===== src/rtl/ram_ctrl.sv =====
// Single-port synchronous RAM with valid/ready requests, byte enables, range checking and a
// post-reset clear sweep. Define PARITY_EN to store even parity per byte and report parity_err.
module ram_ctrl #(
  parameter int                DATA_W   = 16,
  parameter int                DEPTH    = 256,
  parameter int                ADDR_W   = 16,
  parameter logic [DATA_W-1:0] INIT_VAL = '0
) (
  input  logic                  clk,
  input  logic                  rst_n,
  input  logic                  req_valid,
  output logic                  req_ready,
  input  logic                  req_we,
  input  logic [ADDR_W-1:0]     req_addr,
  input  logic [DATA_W/8-1:0]   req_be,
  input  logic [DATA_W-1:0]     req_wdata,
  output logic                  rsp_valid,
  output logic [DATA_W-1:0]     rsp_rdata,
  output logic                  rsp_err,
  output logic                  init_done
`ifdef PARITY_EN
  ,
  output logic                  parity_err
`endif
);

  localparam int NB    = DATA_W / 8;
  localparam int IDX_W = (DEPTH > 1) ? $clog2(DEPTH) : 1;
`ifdef PARITY_EN
  localparam int MEM_W = DATA_W + NB;
`else
  localparam int MEM_W = DATA_W;
`endif

  typedef enum logic {S_INIT, S_IDLE} state_t;

  state_t           state, state_nxt;
  logic [IDX_W-1:0] cnt;
  logic [MEM_W-1:0] mem [DEPTH];
  logic [MEM_W-1:0] rd_word;
  logic             accept;
  logic             in_range;
  logic [IDX_W-1:0] idx;

  function automatic logic [MEM_W-1:0] encode(input logic [DATA_W-1:0] d);
    logic [MEM_W-1:0] w;
    w = '0;
    w[DATA_W-1:0] = d;
`ifdef PARITY_EN
    for (int i = 0; i < NB; i++) w[DATA_W+i] = ^d[8*i +: 8];
`endif
    return w;
  endfunction

  localparam logic [MEM_W-1:0] INIT_WORD = encode(INIT_VAL);

  assign accept   = req_valid && req_ready;
  // Compare at full address width so out-of-range requests never alias onto a truncated index.
  assign in_range = (req_addr <= ADDR_W'(DEPTH - 1));
  assign idx      = req_addr[IDX_W-1:0];
  assign rd_word  = mem[idx];

  // NOTE: sequential state uses non-blocking assignments so every register samples pre-edge values.
  always_ff @(posedge clk or negedge rst_n) begin
    if (!rst_n) begin
      state <= S_INIT;
      cnt   <= '0;
    end else begin
      state <= state_nxt;
      if (state == S_INIT) cnt <= cnt + 1'b1;
    end
  end

  // NOTE: every combinational output gets a default first so no path can infer a latch.
  always_comb begin
    state_nxt = state;
    if (state == S_INIT && cnt == IDX_W'(DEPTH - 1)) state_nxt = S_IDLE;
  end

  always_comb begin
    req_ready = (state == S_IDLE);
    init_done = (state == S_IDLE);
  end

  // NOTE: the array has no reset; the clear sweep initialises it, keeping it mappable to RAM macros.
  always_ff @(posedge clk) begin
    if (state == S_INIT) begin
      mem[cnt] <= INIT_WORD;
    end else if (accept && req_we && in_range) begin
      for (int i = 0; i < NB; i++) begin
        if (req_be[i]) begin
          mem[idx][8*i +: 8] <= req_wdata[8*i +: 8];
`ifdef PARITY_EN
          mem[idx][DATA_W+i] <= ^req_wdata[8*i +: 8];
`endif
        end
      end
    end
  end

`ifdef PARITY_EN
  logic par_mismatch;
  always_comb begin
    par_mismatch = 1'b0;
    for (int i = 0; i < NB; i++)
      par_mismatch = par_mismatch | ((^rd_word[8*i +: 8]) ^ rd_word[DATA_W+i]);
  end
`endif

  // Response fields only update on acceptance and otherwise hold their last values.
  always_ff @(posedge clk or negedge rst_n) begin
    if (!rst_n) begin
      rsp_valid  <= 1'b0;
      rsp_rdata  <= '0;
      rsp_err    <= 1'b0;
`ifdef PARITY_EN
      parity_err <= 1'b0;
`endif
    end else begin
      rsp_valid <= accept;
      if (accept) begin
        rsp_err   <= !in_range;
        rsp_rdata <= (!req_we && in_range) ? rd_word[DATA_W-1:0] : '0;
`ifdef PARITY_EN
        parity_err <= !req_we && in_range && par_mismatch;
`endif
      end
    end
  end

endmodule


===== config.mk =====
export PLATFORM = sky130hd
export DESIGN_NAME = ram_ctrl
export DESIGN_NICKNAME = d
export VERILOG_FILES = /design/src/rtl/ram_ctrl.sv
export SDC_FILE = /design/constraint.sdc
export NUM_CORES = 2
export LEC_CHECK = 0
export BUFFER_PORTS_ARGS = -buffer_cell sky130_fd_sc_hd__buf_2
export CAP_MARGIN = 40
export CELL_PAD_IN_SITES_DETAIL_PLACEMENT = 0
export CELL_PAD_IN_SITES_GLOBAL_PLACEMENT = 2
export CORE_UTILIZATION = 45
export CTS_CLUSTER_DIAMETER = 100
export DETAILED_ROUTE_END_ITERATION = 10
export GPL_ROUTABILITY_DRIVEN = 0
export PLACE_DENSITY = 0.8
export SYNTH_ARGS = -nofsm -noshare
export SYNTH_HDL_FRONTEND = slang
export SYNTH_SLANG_ARGS = --single-unit

===== constraint.sdc =====
create_clock -name clk -period 5.5 [get_ports clk]
set_clock_uncertainty 0.2 [all_clocks]
set_input_delay 0.275 -clock clk [delete_from_list [all_inputs] [get_ports clk]]
set_output_delay 0.275 -clock clk [all_outputs]
set_load 0.02 [all_outputs]

==> results.sh <==
export IMPL_ys_warnings_count=0
export IMPL_numCtsBuffers=393
export IMPL_crit_chain="buf_4 -> nand2_1 -> inv_1 -> and4_1 -> o21ai_2 -> o21ai_1 -> nand3_1 -> nor2_1"
export IMPL_p_sw_frac=0.2071
export IMPL_fin_crit_ns=4.905
export IMPL_power_density_mw_per_mm2=345.6
export IMPL_cts_resized=0
export IMPL_syn_area_per_cell_sq_um=20.00
export IMPL_end_kind="flop"
export IMPL_seq_area_frac_synth=0.7660
export IMPL_hold_violations=0
export IMPL_grt_pass1_wl_mm=624.4
export IMPL_slowest_delay_ns=0.88
export IMPL_p_comb_frac=0.029
export IMPL_start_util=0.4529
export IMPL_fin_worst_hold_slack_ns=0.09967
export IMPL_avgRoutedWirePerCell_um=32.62
export IMPL_drc_errors=0
export IMPL_p_switching_mw=13.03
export IMPL_worst_pin_slew_ns=1.147
export IMPL_hold_path_class="input pin to flop"
export IMPL_grt_ovfl_total=0
export IMPL_finalCritPeriodShare=0.8917
export IMPL_cp_arrival_ns=5.27
export IMPL_preCtsSetupSlack_ns=0.5605
export IMPL_grt_antenna_before_repair=18
export IMPL_r2r_slack_ns=0.60
export IMPL_synth_edf_count=4096
export IMPL_critPathTopFamily="simple AND/OR/NAND/NOR gates"
export IMPL_worstSetupPathType="flop to flop"
export IMPL_slew_headroom=0.2355
export IMPL_critPathMaxFanout=19
export IMPL_critPathBufInv=2
export IMPL_cp_start_kind="flop"
export IMPL_rsz0062_at_grt="false"
export IMPL_maxCapViolCount=0
export IMPL_post_route_util=0.5106
export IMPL_cts_tree="built"
export IMPL_synth_cell_types=70
export IMPL_io_buffers=57
export IMPL_drv_slew=0
export IMPL_ff2ff_path_depth=8
export IMPL_die_w_um=601
export IMPL_clockBufferDepth=4
export IMPL_syn_area_sq_mm=0.1615
export IMPL_grt_max_degree=169
export IMPL_setup_viol=0
export IMPL_seqPwrFrac=0.540
export IMPL_avgViaCountPerCell=6.158
export IMPL_routed_wl_mm=439.1
export IMPL_dp_hpwl_mm=271.8
export IMPL_rows=219
export IMPL_final_nets=8408
export IMPL_fin_ws_ns=0.5955
export IMPL_required_ns=5.87
export IMPL_clockPowerShare=0.430
export IMPL_root_buffer="clkbuf_16"
export IMPL_power_leakage_nw=48.21
export IMPL_grt_pass1_vias=82870
export IMPL_endpoint="mem[238][0]$_DFFE_PP_"
export IMPL_area_growth_pct=12.75
export IMPL_clk_pin_slew_ns=0.06
export IMPL_clkLatencyLatePin_ns=0.97
export IMPL_fillers=27640
export IMPL_synthesis_nets=8112
export IMPL_crit_start="init_done$_DFFE_PN0P_"
export IMPL_cts_sinks=4123
export IMPL_reg2reg_from="init_done$_DFFE_PN0P_"
export IMPL_dr_pass1_iters=6
export IMPL_r2r_end="mem[238][0]$_DFFE_PP_"
export IMPL_vdd_drop_max_mv=0.3290
export IMPL_postRouteAntennaNets=0
export IMPL_core_area_sq_mm=0.3565
export IMPL_io_pins=58
export IMPL_vias=82880
export IMPL_fmax_ghz=0.2039
export IMPL_die_height_um=601
export IMPL_layout_drive_gt1_share=0.2064
export IMPL_fin_tns_setup_ns=0
export IMPL_drt_iter0_drc=10220
export IMPL_htreeDepth=5
export IMPL_synth_top_flop_cell="edfxtp_1"
export IMPL_power_total_mw=62.92
export IMPL_ys_ff_latch=4123
export IMPL_netlist_instances=8073
export IMPL_die_area_sq_mm=0.3612
export IMPL_status="finished clean"
export IMPL_cp_num_cells=8
export IMPL_p_int_mw=49.89
export IMPL_async_flop_share=0.006549
export IMPL_slowest_stage="nor2_1"
export IMPL_track_usage=0.2402
cell usage after synthesis, types with 11 or more instances:
cell type | count | area (sq um)
and3_1 | 12 | 75.07
mux4_2 | 716 | 16130
buf_4 | 55 | 412.9
nand2_1 | 160 | 600.6
buf_8 | 20 | 300.3
o21ai_0 | 46 | 230.2
dfrtp_1 | 27 | 675.7
buf_2 | 103 | 515.5
or4_1 | 18 | 135.1
nor2_1 | 615 | 2308
mux2i_1 | 685 | 6857
a22o_1 | 23 | 201.4
nand3b_1 | 11 | 82.58
clkbuf_1 | 227 | 852.1
a21oi_1 | 148 | 740.7
buf_1 | 43 | 161.4
o22ai_1 | 180 | 1126
o21a_1 | 20 | 150.1
a211oi_1 | 66 | 495.5
a22oi_1 | 64 | 480.5
o221ai_1 | 198 | 1734
buf_6 | 69 | 777.0
o211ai_1 | 22 | 165.2
and2_1 | 25 | 156.4
nand3_1 | 55 | 275.3
o22a_1 | 12 | 105.1
edfxtp_1 | 4096 | 123000
a31oi_1 | 27 | 168.9
nor2b_1 | 13 | 81.33
o31ai_1 | 12 | 90.09
nor3_1 | 93 | 465.5
or3_1 | 13 | 81.33
nor4_1 | 20 | 125.1
a221oi_1 | 27 | 236.5
mux2_2 | 26 | 292.8
layer usage:
layer,global-route usage,part of all wire
met1,0.3311,0.39
met2,0.3880,0.48
met3,0.04147,0.092
met4,0.08452,0.038
met5,0,0.00012
cell usage in the layout (no fill, tap or decap), drive strengths merged, types with 33 or more instances in the layout:
master    netlist  layout
a211oi         66      66
a21oi         148     148
a22oi          64      64
buf           300     402
bufinv          0      40
clkbuf        228     469
clkinv          0     178
clkinvlp        0      33
edfxtp       4096    4096
mux2i         685     685
mux4          716     716
nand2         160     160
nand3          55      55
nor2          615     615
nor3           93      93
o21ai          52      52
o221ai        199     199
o22ai         180     180
worst min-delay path by stage:
stage,startpoint,end,slack (ns),cells past startpoint
after floorplan,rst_n,cnt[0]$_DFFE_PN0N_,-0.22,0
after global routing,req_addr[4],rsp_rdata[5]$_DFFE_PN0N_,0.08,4
final,req_addr[4],rsp_rdata[5]$_DFFE_PN0N_,0.1,4
after CTS,req_addr[4],rsp_rdata[5]$_DFFE_PN0N_,0.05,4
after detailed placement,rst_n,rsp_rdata[13]$_DFFE_PN0N_,0.24,2
after global placement,rst_n,rsp_rdata[13]$_DFFE_PN0N_,0.25,2
sequential cells by signal, summed over array words and instances, names as in the netlist:
| register | count |
|---|---|
| rsp_rdata | 16 |
| cnt | 8 |
| rsp_err | 1 |
| init_done | 1 |
| mem | 4096 |
| rsp_valid | 1 |
logic make-up (layout without fill, tap and decap cells):
kind of cell / count (synthesis) / after routing / synth area share
buf+inv: 534 / 1164 / 0.02011
compound gates: 914 / 914 / 0.04077
simple gates: 1067 / 1067 / 0.02855
xor+xnor: 7 / 7 / 0.0003797
other cells: 0 / 6 / 0
mux: 1427 / 1427 / 0.1442
flops: 4123 / 4123 / 0.7660
fa+ha+maj: 1 / 1 / 0.00007748
final cells by class:
class | count | area, sq um | area share
antenna | 6 | 15.01 | 0.00008248
clock buffer | 468 | 10240 | 0.05627
clock inverter | 261 | 2625 | 0.01442
inverter | 6 | 35.03 | 0.0001924
multi-input combinational | 3416 | 34760 | 0.1910
sequential | 4123 | 123700 | 0.6794
tap | 4751 | 5944 | 0.03265
timing repair buffer | 429 | 4743 | 0.02606
per-stage QoR:
stage          cell area (sq um)  std cells
5_1_grt                   182000      13460
3_5_place_dp              168900      12700
6_report                  182000      13460
3_3_place_gp              168100      12650
4_1_cts                   182000      13450
2_1_floorplan             161500       8073
worst reg2reg max path: cells and delay by family (launching register included):
family / cells / cell delay (ns)
DFF: 1 / 0.32
and+or+nand+nor: 4 / 2.48
AOI/OAI and AO/OA: 2 / 1.11
buffers and inverters: 2 / 0.39
timing repair:
item	in CTS	in global routing
hold endpoints to repair	1319	0
setup buffers	0	0
hold buffers	25	0
power by group through the flow:
stage                     logic (mW)  clock network, mW  registers [mW]
after floorplan                 1.19                  0            34.7
after global placement          1.80                  0            34.7
after detailed placement        1.83                  0            34.7
after CTS                       1.84               27.3            34.0
after global routing            1.91               28.4            34.0
final                           1.84               27.1            34.0
No activity file was read; power rests on OpenSTA's default activity.
